===== src/rtl/branch_ctrl.sv =====
// branch_ctrl: ID-stage branch resolution controller.
// Takes one branch at a time and stalls the front end until its operands have
// been forwarded. It then feeds the latched operands to the external CMP
// comparator and turns the comparator flags into a registered redirect.
module branch_ctrl #(
  parameter int WAIT_MAX = 15,
  parameter int WAIT_W   = 4
) (
  input  logic        clk,
  input  logic        reset,
  input  logic        br_valid,
  output logic        br_ready,
  input  logic [2:0]  br_op,
  input  logic [31:0] br_pc,
  input  logic [15:0] br_imm,
  input  logic [31:0] rs_data,
  input  logic [31:0] rt_data,
  input  logic        rs_ready,
  input  logic        rt_ready,
  input  logic        flush,
  output logic [31:0] cmp_rs,
  output logic [31:0] cmp_rt,
  input  logic        cmp_zero,
  input  logic        cmp_gzero,
  input  logic        cmp_lzero,
  output logic        stall,
  output logic        res_valid,
  output logic        res_taken,
  output logic [31:0] res_target,
  output logic        hazard_err
);

  typedef enum logic [1:0] {
    S_IDLE = 2'd0,
    S_WAIT = 2'd1,
    S_EVAL = 2'd2
  } state_t;

  localparam logic [2:0] OP_BEQ  = 3'd0;
  localparam logic [2:0] OP_BNE  = 3'd1;
  localparam logic [2:0] OP_BGTZ = 3'd2;
  localparam logic [2:0] OP_BLEZ = 3'd3;
  localparam logic [2:0] OP_BLTZ = 3'd4;
  localparam logic [2:0] OP_BGEZ = 3'd5;

  localparam logic [WAIT_W-1:0] WAIT_LAST = WAIT_W'(WAIT_MAX - 1);

  // Turns the comparator flags into a taken decision; reserved ops never branch.
  function automatic logic branch_taken(input logic [2:0] op, input logic zero,
                                        input logic gzero, input logic lzero);
    case (op)
      OP_BEQ:  return zero;
      OP_BNE:  return ~zero;
      OP_BGTZ: return gzero;
      OP_BLEZ: return ~gzero;
      OP_BLTZ: return lzero;
      OP_BGEZ: return ~lzero;
      default: return 1'b0;
    endcase
  endfunction

  // Next fetch PC. The word offset is relative to the delay slot; a not-taken
  // branch skips the delay slot. Arithmetic wraps modulo 2^32.
  function automatic logic [31:0] branch_target(input logic taken, input logic [31:0] pc,
                                                input logic signed [15:0] imm);
    logic signed [31:0] ofs;
    ofs = {{14{imm[15]}}, imm, 2'b00};
    if (taken) return pc + 32'd4 + ofs;
    return pc + 32'd8;
  endfunction

  state_t              state;
  logic [2:0]          op_p0;
  logic [31:0]         pc_p0;
  logic signed [15:0]  imm_p0;
  logic [WAIT_W-1:0]   wait_cnt;

  logic [2:0]          op_sel;
  logic                ops_ok;
  logic                taken;
  logic [31:0]         target;

  // Operand readiness uses the incoming op while idle, the latched op afterwards;
  // single-operand branches do not wait for RT.
  always_comb begin
    op_sel   = (state == S_IDLE) ? br_op : op_p0;
    ops_ok   = rs_ready & (rt_ready | (op_sel >= OP_BGTZ));
    br_ready = (state == S_IDLE) & ~flush;
    stall    = (state != S_IDLE);
    taken    = branch_taken(op_p0, cmp_zero, cmp_gzero, cmp_lzero);
    target   = branch_target(taken, pc_p0, imm_p0);
  end

  // Control FSM with registered operand latches and result outputs.
  always_ff @(posedge clk or posedge reset) begin
    if (reset) begin
      state      <= S_IDLE;
      op_p0      <= '0;
      pc_p0      <= '0;
      imm_p0     <= '0;
      wait_cnt   <= '0;
      cmp_rs     <= '0;
      cmp_rt     <= '0;
      res_valid  <= 1'b0;
      res_taken  <= 1'b0;
      res_target <= '0;
      hazard_err <= 1'b0;
    end else begin
      res_valid  <= 1'b0;
      hazard_err <= 1'b0;
      if (flush) begin
        state <= S_IDLE;
      end else begin
        case (state)
          S_IDLE: begin
            if (br_valid) begin
              op_p0    <= br_op;
              pc_p0    <= br_pc;
              imm_p0   <= br_imm;
              wait_cnt <= '0;
              if (ops_ok) begin
                cmp_rs <= rs_data;
                if (rt_ready) cmp_rt <= rt_data;
                state <= S_EVAL;
              end else begin
                state <= S_WAIT;
              end
            end
          end
          S_WAIT: begin
            if (ops_ok) begin
              cmp_rs <= rs_data;
              if (rt_ready) cmp_rt <= rt_data;
              state <= S_EVAL;
            end else if (wait_cnt == WAIT_LAST) begin
              hazard_err <= 1'b1;
              state      <= S_IDLE;
            end else begin
              wait_cnt <= wait_cnt + 1'b1;
            end
          end
          S_EVAL: begin
            res_valid  <= 1'b1;
            res_taken  <= taken;
            res_target <= target;
            state      <= S_IDLE;
          end
          default: state <= S_IDLE;
        endcase
      end
    end
  end

endmodule


===== config.mk =====
export PLATFORM = sky130hd
export DESIGN_NAME = branch_ctrl
export DESIGN_NICKNAME = d
export VERILOG_FILES = /design/src/rtl/branch_ctrl.sv
export SDC_FILE = /design/constraint.sdc
export NUM_CORES = 1
export LEC_CHECK = 0
export ABC_AREA = 1
export CORE_AREA = 2 2 135 137
export DETAILED_ROUTE_END_ITERATION = 10
export DIE_AREA = 0 0 137 139
export PLACE_DENSITY = 0.95
export SYNTH_ARGS = -nofsm -noshare
export SYNTH_HDL_FRONTEND = slang
export SYNTH_SLANG_ARGS = --single-unit

===== constraint.sdc =====
create_clock -name clk -period 7.4 [get_ports clk]
set_input_delay 1.11 -clock clk [delete_from_list [all_inputs] [get_ports clk]]
set_output_delay 1.11 -clock clk [all_outputs]
set_load 0.02 [all_outputs]

==> flow_summary.toml, run 1 <==
[clock_network]
ctsLongestPathBuffers = 2
cts_tree = "built"
clk_pin_slew_ns = 0.06
root_buffer = "clkbuf_16"
cts_resized = 0
insertion_delay_ns = 0.43
cts_buffers = 17
clock_sinks = 156
cts_setup_buffers = 0
postCtsHoldBufs = 0
htreeDepth = 4

[logic_synthesis]
ys.flop_type = "dfrtp_1"
syn_nets = 1454
synth_common_cells = "525 x nand2_1, 156 x dfrtp_1, 144 x inv_1"
ys_seq_area_frac = 0.409
syn_avg_cell_area_um2 = 7.53
synth-seq-cells = 156
synth_edf_count = 0
ys_warn_count = 0
yosysMostFrequentCell = "nand2_1"
synth_top_area_frac = 0.409
async_flop_share = 1.00
yosysTopAreaCell = "dfrtp_1"
synth_cells = 1269
synth_area_leaders = "dfrtp_1 41%, nand2_1 21%, ha_1 7.9%"
netlist_area_um2 = 9560
yosysUniqueCellTypes = 40

[floorplan]
dieWidth_um = 137
die_h_um = 139
dieArea_um2 = 19000
io_pins = 225
coreArea_um2 = 17700
std_cell_rows = 49
start_util = 0.541

[critical_path]
crit_path_cell_trace = "clkdlybuf4s50_1, inv_1, nand2_1, inv_1, clkdlybuf4s50_1"
crit_path_max_fanout = 4
critPathCaptureType = "output pin"
critical-path-slowest-cell = "clkdlybuf4s50_1"
crit_required_ns = 6.29
cpPeakStageDelay_ns = 0.62
r2r_slack_ns = 4.41
critPathArrivalTime_ns = 2.69
path_class = "in -> out"
critPathLaunchType = "primary input"

[drt]
via_per_inst = 5.62
top_layer = "met4"
wl_met1_um = 12400
detail-route-antenna-nets = 0
drt_iter0_markers = 910
wire_per_inst_um = 20.3
met2_length_um = 17000
wirelength_um = 35200
drtPass1Iterations = 6
vias = 9718
route.met3.wl_um = 3000
drc_errors = 0

[placement]
portBuffers = 224
place_area_um2 = 12000
place.gp.congestion = 0.976
dp_cells = 1697
post-dp-hpwl_um = 25200

[final_layout]
drive_gt1_frac = 0.0600
seqCellArea_um2 = 3900
multi_input_area_um2 = 4960
fill_cells = 1292
area_growth_pct = 31.5
final_cell_area_um2 = 12600
layout.cells.non_filler = 1730
final_net_count = 1672

[global_routing]
grt_pass1_vias = 9780
grt_use_total = 0.374
grt_pass1_wl_um = 53600
grt_max_degree = 82
antenna_found_initial = 1
grt.overflow.total = 0

[timing]
clock.fmax_mhz = 264
whs_ns = 0.481
worst_slew_pin_slew_ns = 1.17
finalClockSkew_ns = 0.0144
finalMaxSlewViolations = 0
layout_min_cycle_time_ns = 3.80
hold_viol = 0
fin_setup_tns_ns = 0
slew_headroom = 0.220
setup_viol = 0
period_share = 0.513
rsz0062_at_grt = "false"

[power_and_ir_drop]
cellPowerDensity_nw_per_um2 = 333
leakagePower_uw = 0.00649
peakVddDrop_mv = 0.285

[outcome]
outcome = "completed"

[run]
max_cap_violations = 0

[worst_hold_path]
hp-class = "reg -> reg"
==> sequential cells by signal, summed over array words and instances (netlist names) <==
| register | cells |
|---|---|
| cmp_rs | 32 |
| cmp_rt | 32 |
| pc_p0 | 32 |
| res_target | 32 |
| imm_p0 | 16 |
| wait_cnt | 4 |
| op_p0 | 3 |
| state | 2 |
| hazard_err | 1 |
| res_taken | 1 |
| res_valid | 1 |
==> placed cells by master (no fill, tap or decap), types with 4 or more instances in the layout <==
cell | Yosys | routed
inv_1 | 144 | 143
o21ai_0 | 34 | 34
a21oi_1 | 44 | 44
clkbuf_16 | 0 | 17
nor2_1 | 75 | 75
inv_6 | 0 | 4
nand3b_1 | 7 | 7
o21a_1 | 4 | 4
mux2_4 | 30 | 30
nand4_1 | 5 | 5
nand2_1 | 525 | 525
ha_1 | 60 | 60
o22ai_1 | 4 | 4
nand3_1 | 58 | 58
or2_2 | 11 | 11
clkdlybuf4s50_1 | 0 | 224
nor3_1 | 18 | 18
a21boi_0 | 4 | 4
dfrtp_1 | 156 | 156
xor2_1 | 24 | 24
nor2_2 | 4 | 4
inv_2 | 4 | 4
xnor2_1 | 4 | 4
==> worst paths after layout <==
kind,from,end,cells after the start
max,flush,br_ready,5
min,cmp_rs[22],cmp_rs[22],2
max reg2reg,state[1],cmp_rs[0],9
min reg2reg,cmp_rs[22],cmp_rs[22],2
max in group asynchronous,reset,imm_p0[10],3
min in group asynchronous,reset,cmp_rt[1],2
==> cell families after synthesis <==
group / Yosys count / synth area share
DFF: 156 / 0.409
adders and majority gates: 61 / 0.0807
AOI/OAI and AO/OA: 103 / 0.0604
and+or+nand+nor: 713 / 0.303
xor gates and xnor gates: 28 / 0.0257
buffers and inverters: 176 / 0.0727
muxes: 32 / 0.0495
==> metrics by stage <==
stage               worst slack, ns   util  total power (uW)
floorplan                      2.08      -              2380
global placement               3.80  0.678              3160
detailed placement             3.71  0.678              3220
CTS                            3.62  0.711              4150
global route                   3.59  0.712              4380
finish                         3.60  0.712              4180
==> area by class of cell <==
| cell class | count | share of cell area |
|---|---|---|
| antenna | 1 | 0.000199 |
| clock buffer | 20 | 0.0356 |
| clock inverter | 12 | 0.0109 |
| inverter | 148 | 0.0446 |
| multi-input combinational | 937 | 0.395 |
| sequential | 156 | 0.311 |
| tap | 229 | 0.0228 |
| timing repair buffer | 227 | 0.180 |
==> power breakdown <==
| group | switching, uW | total (uW) | internal, uW |
|---|---|---|---|
| registers | 253 | 1350 | 1100 |
| logic | 1120 | 1940 | 815 |
| clock network | 383 | 892 | 509 |
| total | 1760 | 4180 | 2420 |
==> layer usage <==
metal  vias up  GRT usage
met2       600      0.625
li1       4420          -
met4         0      0.245
met5         -          0
met1      4515      0.420
met3       183     0.0910
==> critical path: cells and delay by family <==
kind | cells | cell delay (ns)
buf+inv | 4 | 1.49
simple gates | 1 | 0.09
Note: power is estimated with default switching activity, not from simulation.
==> run 2: changes to the inputs <==
- CORE_AREA: 2 2 135 137 -> 2 2 148 150
- DIE_AREA: 0 0 137 139 -> 0 0 150 152
- PLACE_DENSITY: 0.95 -> 0.86
- clock period: 7.4 -> 3.3 ns (I/O delays scaled with it)
==> run 2 against run 1 <==
Compared with the run above:
- total power rose by 120%
- cell count up 3.4%
- non-clock buffer count is 8 higher
- combinational power increased by 120%
- first-iteration DRC count decreased by 21%
- flip-flop and latch count is the same
- clock skew shrank 0.0035 ns
- worst setup slack worse by 3.1 ns
- count of clock-buffer cells in the layout decreased by 2
- critical path type is now reg -> reg
- highest routed layer unchanged
==> flow_summary.toml, run 2 (synthesis results as in run 1) <==
[clock_network]
cts_tree = "built"
cts_setup_buffers = 0
cts_resized = 0
ctsLongestPathBuffers = 2
clock_sinks = 156
postCtsHoldBufs = 0
root_buffer = "clkbuf_16"
clk_pin_slew_ns = 0.07
htreeDepth = 4
cts_buffers = 17
insertion_delay_ns = 0.43

[worst_hold_path]
whs_path_depth = 2
hp-start = "cmp_rs[30]"
hp-class = "reg -> reg"
hold_end = "cmp_rs[30]"

[floorplan]
dieArea_um2 = 22800
dieWidth_um = 150
coreArea_um2 = 21400
die_h_um = 152
io_pins = 225
std_cell_rows = 54
start_util = 0.448

[drt]
wirelength_um = 31400
via_per_inst = 5.23
wire_per_inst_um = 17.6
drt_iter0_markers = 715
vias = 9346
drc_errors = 0
drtPass1Iterations = 6
detail-route-antenna-nets = 0

[power_and_ir_drop]
leakagePower_uw = 0.00656
cellPowerDensity_nw_per_um2 = 730
peakVddDrop_mv = 0.422

[global_routing]
grt.overflow.total = 0
grt_pass1_vias = 9404
antenna_found_initial = 0
grt_pass1_wl_um = 50300
grt_max_degree = 157
grt_use_total = 0.283

[timing]
worst_slew_pin_slew_ns = 0.875
period_share = 0.833
clock.fmax_mhz = 364
rsz0062_at_grt = "false"
finalMaxSlewViolations = 0
slew_headroom = 0.417
finalClockSkew_ns = 0.0109
layout_min_cycle_time_ns = 2.75
fin_setup_tns_ns = 0
setup_viol = 0
whs_ns = 0.477
hold_viol = 0

[placement]
post-dp-hpwl_um = 24000
portBuffers = 224
place.gp.congestion = 0.984

[final_layout]
diodes = 0
final_net_count = 1680
utilization = 0.598
fill_cells = 1865
final_cell_mix = "525 x nand2_1, 224 x clkdlybuf4s50_1, 156 x dfrtp_1"
area_growth_pct = 33.5
final_common_cell = "nand2_1"
drive_gt1_frac = 0.0663

[critical_path]
r2r_slack_ns = 0.55
critPathCaptureType = "flip-flop"
crit_required_ns = 3.64
r2r_start = "pc_p0[3]"
path_class = "reg -> reg"
worst-r2r-cell-count = 12
critPathArrivalTime_ns = 3.09
r2r_end = "res_target[23]"
critPathLaunchType = "flip-flop"
crit_path_max_fanout = 7

[outcome]
outcome = "completed"

[run]
max_cap_violations = 0
[run 2: worst max-delay path by stage]
stage               startpoint        endpoint  slack (ns)  cells past startpoint
floorplan                reset       cmp_rs[0]        0.83                      1
global placement      pc_p0[3]  res_target[23]        0.65                     12
detailed placement    pc_p0[3]  res_target[23]        0.59                     12
CTS                   pc_p0[3]  res_target[23]        0.57                     12
global route          pc_p0[3]  res_target[19]        0.27                     11
finish                pc_p0[3]  res_target[23]        0.55                     12
[run 2: cell type report]
cell class | count | area [um2] | share of cell area
multi-input cells | 937 | 4960 | 0.389
flip-flops and latches | 156 | 3900 | 0.306
repair buffers | 235 | 2360 | 0.185
inverters | 148 | 559 | 0.0438
clock buffers | 18 | 439 | 0.0344
well taps | 280 | 350 | 0.0275
clock inverters | 14 | 179 | 0.0140
[run 2: layer usage]
layer / part of all wire / wire (um) / vias to the layer above / GRT usage
li1: - / - / 4447 / -
met1: 0.38 / 12100 / 4374 / 0.336
met2: 0.48 / 15000 / 437 / 0.467
met3: 0.094 / 2950 / 88 / 0.0889
met4: 0.043 / 1360 / 0 / 0.124
met5: 0 / 0 / - / 0
[run 2: through the flow]
stage	power, uW	setup slack (ns)	instances	area (um2)
after CTS	9290	0.569	1788	12800
after global routing	9880	0.266	1788	12800
after global placement	7090	0.646	1756	12100
after floorplan	5340	0.832	1269	9560
final	9310	0.551	1788	12800
after detailed placement	7170	0.587	1756	12100
[run 2: worst max-delay path, cell delays in order, from the launching register on]
cell      delay (ns)
dfrtp_1         0.47
ha_1            0.33
ha_1            0.25
fa_1            0.45
nand3_1         0.12
nand3_1         0.16
nand3_1         0.11
nand3_1         0.19
nand2_1         0.17
nand2_1         0.06
nand2_1         0.05
nand3_1         0.11
a21boi_0        0.18
[run 2: power breakdown]
group,internal (uW),switching (uW)
Sequential,2460,517
Combinational,1840,2410
Clock,1170,919
